**src/rtl/grp_orbit_reader_pkg.sv**
```systemverilog
// Shared group-RAM geometry, packer/reader layout defaults and reader state encoding.
// The packer imports the same layout constants, so the two sides cannot drift apart.
package grp_orbit_reader_pkg;

   localparam int ADDR_W   = 10;
   localparam int DATA_W   = 12;
   localparam int STREAM_W = 2;

   localparam int DEF_RD_LAT      = 3;
   localparam int DEF_WORDS       = 32;
   localparam int DEF_STRIDE      = 32;
   localparam int DEF_STREAM_STEP = 8;
   localparam int DEF_STREAMS     = 3;

   typedef enum logic [2:0] {
      ST_IDLE,
      ST_READ,
      ST_CAPTURE,
      ST_HOLD,
      ST_NEXT
   } state_t;

   // Group RAM address of word k in a stream; the 10-bit address wraps silently.
   function automatic logic [ADDR_W-1:0] word_addr(input int unsigned stream,
                                                   input int unsigned word,
                                                   input int unsigned stream_step,
                                                   input int unsigned stride);
      int unsigned full;
      full = stream * stream_step + word * stride;
      return ADDR_W'(full);
   endfunction

endpackage

```
**src/rtl/grp_addr_gen.sv**
```systemverilog
// Stream/word counters of the orbit reader. Presents the current and next word
// address combinationally, plus the last-word flag of the current stream.
module grp_addr_gen
   import grp_orbit_reader_pkg::*;
#(
   parameter int WORDS       = DEF_WORDS,
   parameter int STRIDE      = DEF_STRIDE,
   parameter int STREAM_STEP = DEF_STREAM_STEP,
   parameter int STREAMS     = DEF_STREAMS
) (
   input  logic                clk,
   input  logic                reset,
   input  logic                step,
   output logic [ADDR_W-1:0]   addr,
   output logic [ADDR_W-1:0]   addr_next,
   output logic                last,
   output logic [STREAM_W-1:0] stream
);

   localparam int WORD_W = (WORDS > 1) ? $clog2(WORDS) : 1;

   logic [WORD_W-1:0] word;

   assign last      = (word == WORD_W'(WORDS - 1));
   assign addr      = word_addr(32'(stream), 32'(word), STREAM_STEP, STRIDE);
   assign addr_next = word_addr(32'(stream), 32'(word) + 32'd1, STREAM_STEP, STRIDE);

   // Finishing a stream rewinds the word counter and moves on to the next stream.
   always_ff @(posedge clk or negedge reset) begin
      if (!reset) begin
         word   <= '0;
         stream <= '0;
      end else if (step) begin
         if (last) begin
            word   <= '0;
            stream <= (stream == STREAM_W'(STREAMS - 1)) ? '0 : stream + 1'b1;
         end else begin
            word <= word + 1'b1;
         end
      end
   end

endmodule

```
**src/rtl/grp_orbit_reader.sv**
```systemverilog
// Drains one stream of orbit words from the group RAM into the LCB serializer.
// oBusy guards the RAM against the packer for the whole stream.
module grp_orbit_reader
   import grp_orbit_reader_pkg::*;
#(
   parameter int RD_LAT      = DEF_RD_LAT,
   parameter int WORDS       = DEF_WORDS,
   parameter int STRIDE      = DEF_STRIDE,
   parameter int STREAM_STEP = DEF_STREAM_STEP,
   parameter int STREAMS     = DEF_STREAMS
) (
   input  logic                clk,
   input  logic                reset,
   input  logic                iStart,
   input  logic [DATA_W-1:0]   iRdData,
   output logic [ADDR_W-1:0]   oRdAddr,
   output logic                oRdEn,
   output logic [DATA_W-1:0]   oData,
   output logic                oValid,
   input  logic                iReady,
   output logic                oLast,
   output logic [STREAM_W-1:0] oStream,
   output logic                oBusy
);

   localparam int LAT_W = 3;

   state_t              state;
   logic [LAT_W-1:0]    lat_cnt;
   logic                step;
   logic [ADDR_W-1:0]   addr;
   logic [ADDR_W-1:0]   addr_next;
   logic                last;
   logic [STREAM_W-1:0] stream;

   assign step    = (state == ST_HOLD) && oValid && iReady;
   assign oStream = stream;

   grp_addr_gen #(
      .WORDS       (WORDS),
      .STRIDE      (STRIDE),
      .STREAM_STEP (STREAM_STEP),
      .STREAMS     (STREAMS)
   ) u_addr_gen (
      .clk       (clk),
      .reset     (reset),
      .step      (step),
      .addr      (addr),
      .addr_next (addr_next),
      .last      (last),
      .stream    (stream)
   );

   always_ff @(posedge clk or negedge reset) begin
      if (!reset) begin
         state   <= ST_IDLE;
         lat_cnt <= '0;
         oRdAddr <= '0;
         oRdEn   <= 1'b0;
         oData   <= '0;
         oValid  <= 1'b0;
         oLast   <= 1'b0;
         oBusy   <= 1'b0;
      end else begin
         // NOTE: default-low here turns every oRdEn <= 1 below into a one-cycle
         // pulse; non-blocking assignment lets the later branch override it.
         oRdEn <= 1'b0;
         case (state)
            ST_IDLE: begin
               if (iStart) begin
                  state   <= ST_READ;
                  oBusy   <= 1'b1;
                  oRdEn   <= 1'b1;
                  oRdAddr <= addr;
                  lat_cnt <= '0;
               end
            end
            ST_READ: begin
               if (lat_cnt == LAT_W'(RD_LAT - 1)) state <= ST_CAPTURE;
               else lat_cnt <= lat_cnt + 1'b1;
            end
            ST_CAPTURE: begin
               oData  <= iRdData;
               oValid <= 1'b1;
               oLast  <= last;
               state  <= ST_HOLD;
            end
            ST_HOLD: begin
               // Word step and next read issue share the transfer edge.
               if (iReady) begin
                  oValid <= 1'b0;
                  oLast  <= 1'b0;
                  if (last) begin
                     state <= ST_IDLE;
                     oBusy <= 1'b0;
                  end else begin
                     state   <= ST_READ;
                     oRdEn   <= 1'b1;
                     oRdAddr <= addr_next;
                     lat_cnt <= '0;
                  end
               end
            end
            ST_NEXT: begin
               state <= ST_IDLE;
               oBusy <= 1'b0;
            end
            default: begin
               state <= ST_IDLE;
               oBusy <= 1'b0;
            end
         endcase
      end
   end

endmodule

```
**config.mk**
```make
export PLATFORM = sky130hd
export DESIGN_NAME = grp_orbit_reader
export DESIGN_NICKNAME = d
export VERILOG_FILES = /design/src/rtl/grp_orbit_reader_pkg.sv /design/src/rtl/grp_addr_gen.sv /design/src/rtl/grp_orbit_reader.sv
export SDC_FILE = /design/constraint.sdc
export NUM_CORES = 1
export LEC_CHECK = 0
export ABC_AREA = 1
export CORE_ASPECT_RATIO = 1.2
export CORE_MARGIN = 8
export CORE_UTILIZATION = 48
export CTS_BUF_LIST = sky130_fd_sc_hd__clkbuf_4 sky130_fd_sc_hd__clkbuf_8 sky130_fd_sc_hd__clkbuf_16
export CTS_CLUSTER_DIAMETER = 150
export DETAILED_ROUTE_END_ITERATION = 6
export HOLD_SLACK_MARGIN = 0.08
export PLACE_DENSITY = 0.78
export REMOVE_ABC_BUFFERS = 1
export SYNTH_ARGS = -nofsm -noshare
export SYNTH_HDL_FRONTEND = slang
export SYNTH_SLANG_ARGS = --single-unit
```
**constraint.sdc**
```tcl
create_clock -name clk -period 2.3 [get_ports clk]
set_clock_uncertainty 0.1 [all_clocks]
set_input_delay 0.575 -clock clk [delete_from_list [all_inputs] [get_ports clk]]
set_output_delay 0.575 -clock clk [all_outputs]
set_load 0.01 [all_outputs]
```
==> reports/metrics.yaml, run 1 <==
fin_crit_sh: 0.851
grt_setup_unrepaired: "no"
cts_buffer_depth: 2
routed-wl-met2_microns: 1800
syn2layout_area_growth_pct: 29.1
syn_area_per_cell_sq_um: 8.33
drtAntennaViolNets: 0
clk_latency_ns: 0.28
drive_gt1_frac: 0.0977
synth_area_leader_cell: "dfrtp_1"
crit_arrival_ns: 1.28
hpwl_microns: 2750
setup_tns_ns: 0
timing.fmax_ghz: 0.511
gp_congestion: 0.886
min_period_ns: 1.96
p_seq_frac: 0.353
h-tree-depth: 2
m1WireLength_microns: 1590
die_h_microns: 82.3
crit_required_ns: 1.62
first_pass_iters: 4
worst_path_max_delay_cell: "clkdlybuf4s50_1"
grt_pass1_vias: 1380
portBuffers: 40
worstMarginPinSlew_ns: 0.555
criticalPathCategory: "reg2out"
antenna_found_initial: 0
p_sw_mw: 1.21
slew_viol_final: 0
cts_tree: "yes"
cts_inserted_buffers: 5
root_buffer: "clkbuf_8"
track_usage: 0.133
yosys_warnings: 0
globalRouteOverflowTotal: 0
routed_via_density: 4.73
diodes: 0
ir_worst_vdd_mv: 0.706
die_x_microns: 71.2
row_count: 24
p_int_mw: 1.80
wl_met3_microns: 160
dieArea_sq_um: 5860
drt_iter0_drc: 97
endpoint_kind: "output pin"
wl_microns: 3650
crit_family: "buffers and inverters"
powerDensity_nw_per_um2: 1320
floorplan.initialDensity: 0.492
start_kind: "register"
layout.nets: 280
ys_seq_elements: 35
hold_viol: 0
mostFrequentLayoutCell: "nand2_1"
stdcell_count: 295
hold_class: "reg2reg"
clkPwrFrac: 0.146
holdWs_ns: 0.367
wire_per_inst_microns: 12.4
status: "completed"
finalSetupViolCount: 0
cts_sinks: 35
synth_cell_types: 25
max_slew_margin: 0.630
layout_common_cells: "83 x nand2_1, 40 x clkdlybuf4s50_1, 35 x dfrtp_1"
cp_max_fo: 3
grt_pass1_wl_microns: 6120
path_buf_inv: 1
synth-seq-area-share: 0.499
p_leak_nw: 1.14
synth_area_leaders: "dfrtp_1 50%, nand2_1 18%, ha_1 6.4%, inv_1 4.3%, nand3_1 3.7%"
max_stage_delay_ns: 0.57
postSynthCellCount: 211
critical_path.cell_chain: "clkdlybuf4s50_1"
placed_cells: 287
pwr-share-comb: 0.502
grt_max_degree: 36
cap_violations: 0
vias: 1396
yosysTopAreaCellShare: 0.499
cts.reportedPaths.clkPinSlew_ns: 0.07
core_sq_um: 3570
boundaryPins: 44
post_cts_buffers: 0
top_layer: "met4"
drc: 0
netSwitchingFraction: 0.402
cts.repair.resized: 0
postCtsHoldBufs: 0
synth_area_sq_um: 1760
==> routing by layer <==
metal  global-route usage  vias to the layer above
met4               0.0729                        0
li1                     -                      733
met2                0.229                       35
met5                    0                        -
met1                0.146                      621
met3               0.0411                        7
==> power by group through the flow <==
stage,registers (mW),logic (mW),clock network (mW)
after global placement,1.06,1.47,0
after CTS,1.06,1.52,0.452
after global routing,1.10,1.69,0.472
final,1.06,1.51,0.437
after detailed placement,1.07,1.52,0
after floorplan,1.13,0.818,0
==> through the flow <==
step	utilization	power, mW	setup slack (ns)	cell area, sq um
floorplan	-	1.95	0.663	1710
global placement	0.610	2.53	0.440	2180
detailed placement	0.610	2.58	0.404	2180
CTS	0.635	3.04	0.336	2270
global route	0.635	3.26	0.291	2270
finish	0.635	3.00	0.343	2270
==> kinds of logic after synthesis <==
group                      Yosys count  share of synthesized area
adders and majority gates            9                     0.0641
DFF                                 35                      0.499
AOI/OAI and AO/OA                   19                     0.0577
buffers and inverters               31                     0.0833
and+or+nand+nor                    113                      0.279
other                                1                    0.00213
xor gates and xnor gates             3                     0.0150
==> cell usage after synthesis <==
| master | n |
|---|---|
| clkbuf_1 | 2 |
| o21ai_0 | 11 |
| o31ai_1 | 1 |
| conb_1 | 1 |
| nand2_2 | 6 |
| clkinv_2 | 1 |
| o21ai_2 | 1 |
| ha_1 | 9 |
| nor2_1 | 5 |
| inv_4 | 1 |
| nand3_1 | 13 |
| xnor2_1 | 2 |
| a21oi_1 | 1 |
| and2_1 | 1 |
| buf_4 | 5 |
| xor2_1 | 1 |
| inv_1 | 20 |
| nand2_1 | 83 |
| nor2_4 | 3 |
| nand4_1 | 1 |
| o21ai_1 | 5 |
| dfrtp_1 | 35 |
| buf_6 | 1 |
| inv_2 | 1 |
| nand2_4 | 1 |
==> worst paths after layout <==
check	from	to	slack, ns	depth (start not counted)
max reg2reg	u_addr_gen.word[0]	oRdAddr[4]	0.48	10
min in group asynchronous	reset	u_addr_gen.word[1]	0.61	2
min	oData[5]	oData[5]	0.37	2
min reg2reg	oData[5]	oData[5]	0.37	2
max	oValid	oValid	0.34	1
max in group asynchronous	reset	oData[2]	1.17	2
==> flip-flops by register name, indices dropped and copies added (netlist names) <==
| name | flops |
|---|---|
| u_addr_gen.stream | 2 |
| oValid | 1 |
| state | 2 |
| u_addr_gen.word | 5 |
| oBusy | 1 |
| oLast | 1 |
| oRdAddr | 7 |
| lat_cnt | 3 |
| oData | 12 |
| oRdEn | 1 |
==> layout make-up <==
type,instances,area (sq um)
tap,39,48.8
multi-input combinational,147,742
clock buffer,7,83.8
clock inverter,1,5.00
timing repair buffer,43,423
sequential,35,876
fill,319,1310
inverter,23,90.1
Note: power is estimated with default switching activity, not from simulation.
==> run 2: changes to the inputs <==
- CORE_UTILIZATION: 48 -> 44
- PLACE_DENSITY: 0.78 -> 0.76
- clock period: 2.3 -> 1.7 ns (I/O delays scaled with it)
==> reports/metrics.yaml, run 2 (synthesis gave the netlist of run 1 again) <==
row_count: 25  # was 24
worst_path_max_delay_cell: "dfrtp_1"  # was clkdlybuf4s50_1
drc: 0  # unchanged
largest_register_ffs: 12  # unchanged
floorplan.initialDensity: 0.453  # was 0.492
syn2layout_area_growth_pct: 38.7  # was 29.1%
fin_util: 0.628  # was 0.635
layout_common_cells: "80 x nand2_1, 35 x dfrtp_1, 23 x dlygate4sd2_1"  # was 83 x nand2_1, 40 x clkdlybuf4s50_1, 35 x dfrtp_1
globalRouteOverflowTotal: 0  # unchanged
grt_pass1_vias: 1465  # was 1,380
wl_microns: 4050  # was 3650 microns
crit_arrival_ns: 1.74  # was 1.28 ns
cts_buffer_depth: 2  # unchanged
layout.nets: 290  # was 280
cts_sinks: 35  # unchanged
clk_latency_ns: 0.29  # was 0.28 ns
top_regs: "oData x12, oRdAddr x7, u_addr_gen.word x5"  # unchanged
hpwl_microns: 2960  # was 2750 microns
drive_gt1_frac: 0.162  # was 0.0977
max_stage_delay_ns: 0.41  # was 0.57 ns
holdWs_ns: 0.364  # was 0.367 ns
place_area_sq_um: 2260  # was 2180 sq um
portBuffers: 40  # unchanged
use_met2: 0.218  # was 0.229
mostFrequentLayoutCell: "nand2_1"  # unchanged
hold_viol: 0  # unchanged
boundaryPins: 44  # unchanged
die_x_microns: 73.7  # was 71.2 microns
largest_register: "oData"  # unchanged
cts.reportedPaths.clkPinSlew_ns: 0.08  # was 0.07 ns
track_usage: 0.131  # was 0.133
pwr-share-comb: 0.509  # was 0.502
endpoint_kind: "register"  # was output pin
fin_crit_sh: 0.970
timing.fmax_ghz: 0.606
grt_setup_unrepaired: "yes"  # was no
p_leak_nw: 1.28  # was 1.14 nW
clkPwrFrac: 0.173  # was 0.146
h-tree-depth: 2  # unchanged
drtAntennaViolNets: 0  # unchanged
grt_pass1_wl_microns: 6420  # was 6120 microns
cap_violations: 0  # unchanged
first_pass_iters: 4  # unchanged
min_period_ns: 1.65
cts_tree: "yes"  # unchanged
grt_max_degree: 36  # unchanged
slew_viol_final: 0  # unchanged
critical_path.cell_chain: "ha_2 > nand2_2 > nor2_4 > ha_4 > nand2_4 > o21ai_4 > nor2_4 > clkinvlp_4 > nand2_1 > nand2_1"  # was clkdlybuf4s50_1
final_cell_area_sq_um: 2440  # was 2270 sq um
postCtsHoldBufs: 0  # unchanged
p_int_mw: 2.58  # was 1.80 mW
gp_congestion: 0.885  # was 0.886
criticalPathCategory: "reg2reg"  # was reg2out
die_h_microns: 85.2  # was 82.3 microns
root_buffer: "clkbuf_8"  # unchanged
p_total_mw: 4.37  # was 3.00 mW
netSwitchingFraction: 0.409  # was 0.402
crit_required_ns: 1.79  # was 1.62 ns
met3_usage: 0.0366  # was 0.0411
vias: 1500  # was 1,396
status: "completed"  # unchanged
cts_inserted_buffers: 5  # unchanged
wire_per_inst_microns: 12.6  # was 12.4 microns
grtUsageMet1: 0.143  # was 0.146
start_kind: "register"  # unchanged
drt_iter0_drc: 52  # was 97
antenna_found_initial: 0  # unchanged
diodes: 0  # unchanged
busiest_layer: "met2"  # unchanged
hold_class: "reg2reg"  # unchanged
ir_worst_vdd_mv: 0.808  # was 0.706 mV
core_sq_um: 3880  # was 3570 sq um
dieArea_sq_um: 6280  # was 5860 sq um
p_seq_frac: 0.317  # was 0.353
routed_via_density: 4.69  # was 4.73
finalSetupViolCount: 0  # unchanged
powerDensity_nw_per_um2: 1790  # was 1320 nW/um^2
p_sw_mw: 1.79  # was 1.21 mW
cp_max_fo: 5  # was 3
-- run 2: critical path: cells and delay by family (launching register included) --
family	cells	cell delay [ns]
compound gates	1	0.06
fa+ha+maj	2	0.36
buf+inv	1	0.15
flops	1	0.41
simple gates	6	0.48
-- run 2: layer usage --
| layer | vias to the layer above | part of all wire |
|---|---|---|
| met4 | 0 | 0.034 |
| met2 | 35 | 0.52 |
| li1 | 748 | - |
| met1 | 707 | 0.40 |
| met3 | 10 | 0.047 |
| met5 | - | 0 |
-- run 2: path summary, 6_finish.rpt --
| path | startpoint | end | slack [ns] | cells past startpoint |
|---|---|---|---|---|
| hold / removal | oData[6] | oData[6] | 0.36 | 2 |
| setup reg to reg | u_addr_gen.word[0] | oRdAddr[7] | 0.05 | 10 |
| max in group asynchronous | reset | oRdAddr[4] | 0.91 | 2 |
| setup / recovery | u_addr_gen.word[0] | oRdAddr[7] | 0.05 | 10 |
| min in group asynchronous | reset | u_addr_gen.word[1] | 0.41 | 2 |
| hold reg to reg | oData[6] | oData[6] | 0.36 | 2 |
-- run 2: final cells by class --
type | count | area (sq um)
Sequential cell | 35 | 876
Clock inverter | 3 | 43.8
Multi-Input combinational cell | 147 | 800
Clock buffer | 5 | 68.8
Timing Repair inverter | 1 | 7.51
Fill cell | 348 | 1440
Inverter | 23 | 90.1
Tap cell | 54 | 67.6
Timing Repair Buffer | 52 | 483
-- run 2: timing repair --
item,4_1_cts,5_1_grt
cloned,0,1
buffers inserted,1,2
resized for setup,23,16
setup endpoints to repair,23,13
pin swaps,0,3
-- run 2: through the flow --
step	setup WS, ns	std cells	TNS [ns]
after global placement	0.0112	308	0
after floorplan	0.0627	205	0
after global routing	-0.0396	320	-0.233
after detailed placement	-0.00873	308	-0.0239
after CTS	0.00467	317	0
final	0.0504	320	0
-- run 2: power groups by stage --
stage                     Clock (mW)  Combinational, mW  Sequential, mW
after floorplan                    0               1.11            1.53
after global placement             0               2.12            1.40
after detailed placement           0               2.18            1.41
after CTS                      0.762               2.06            1.38
after global routing           0.805               2.49            1.43
final                          0.757               2.22            1.39
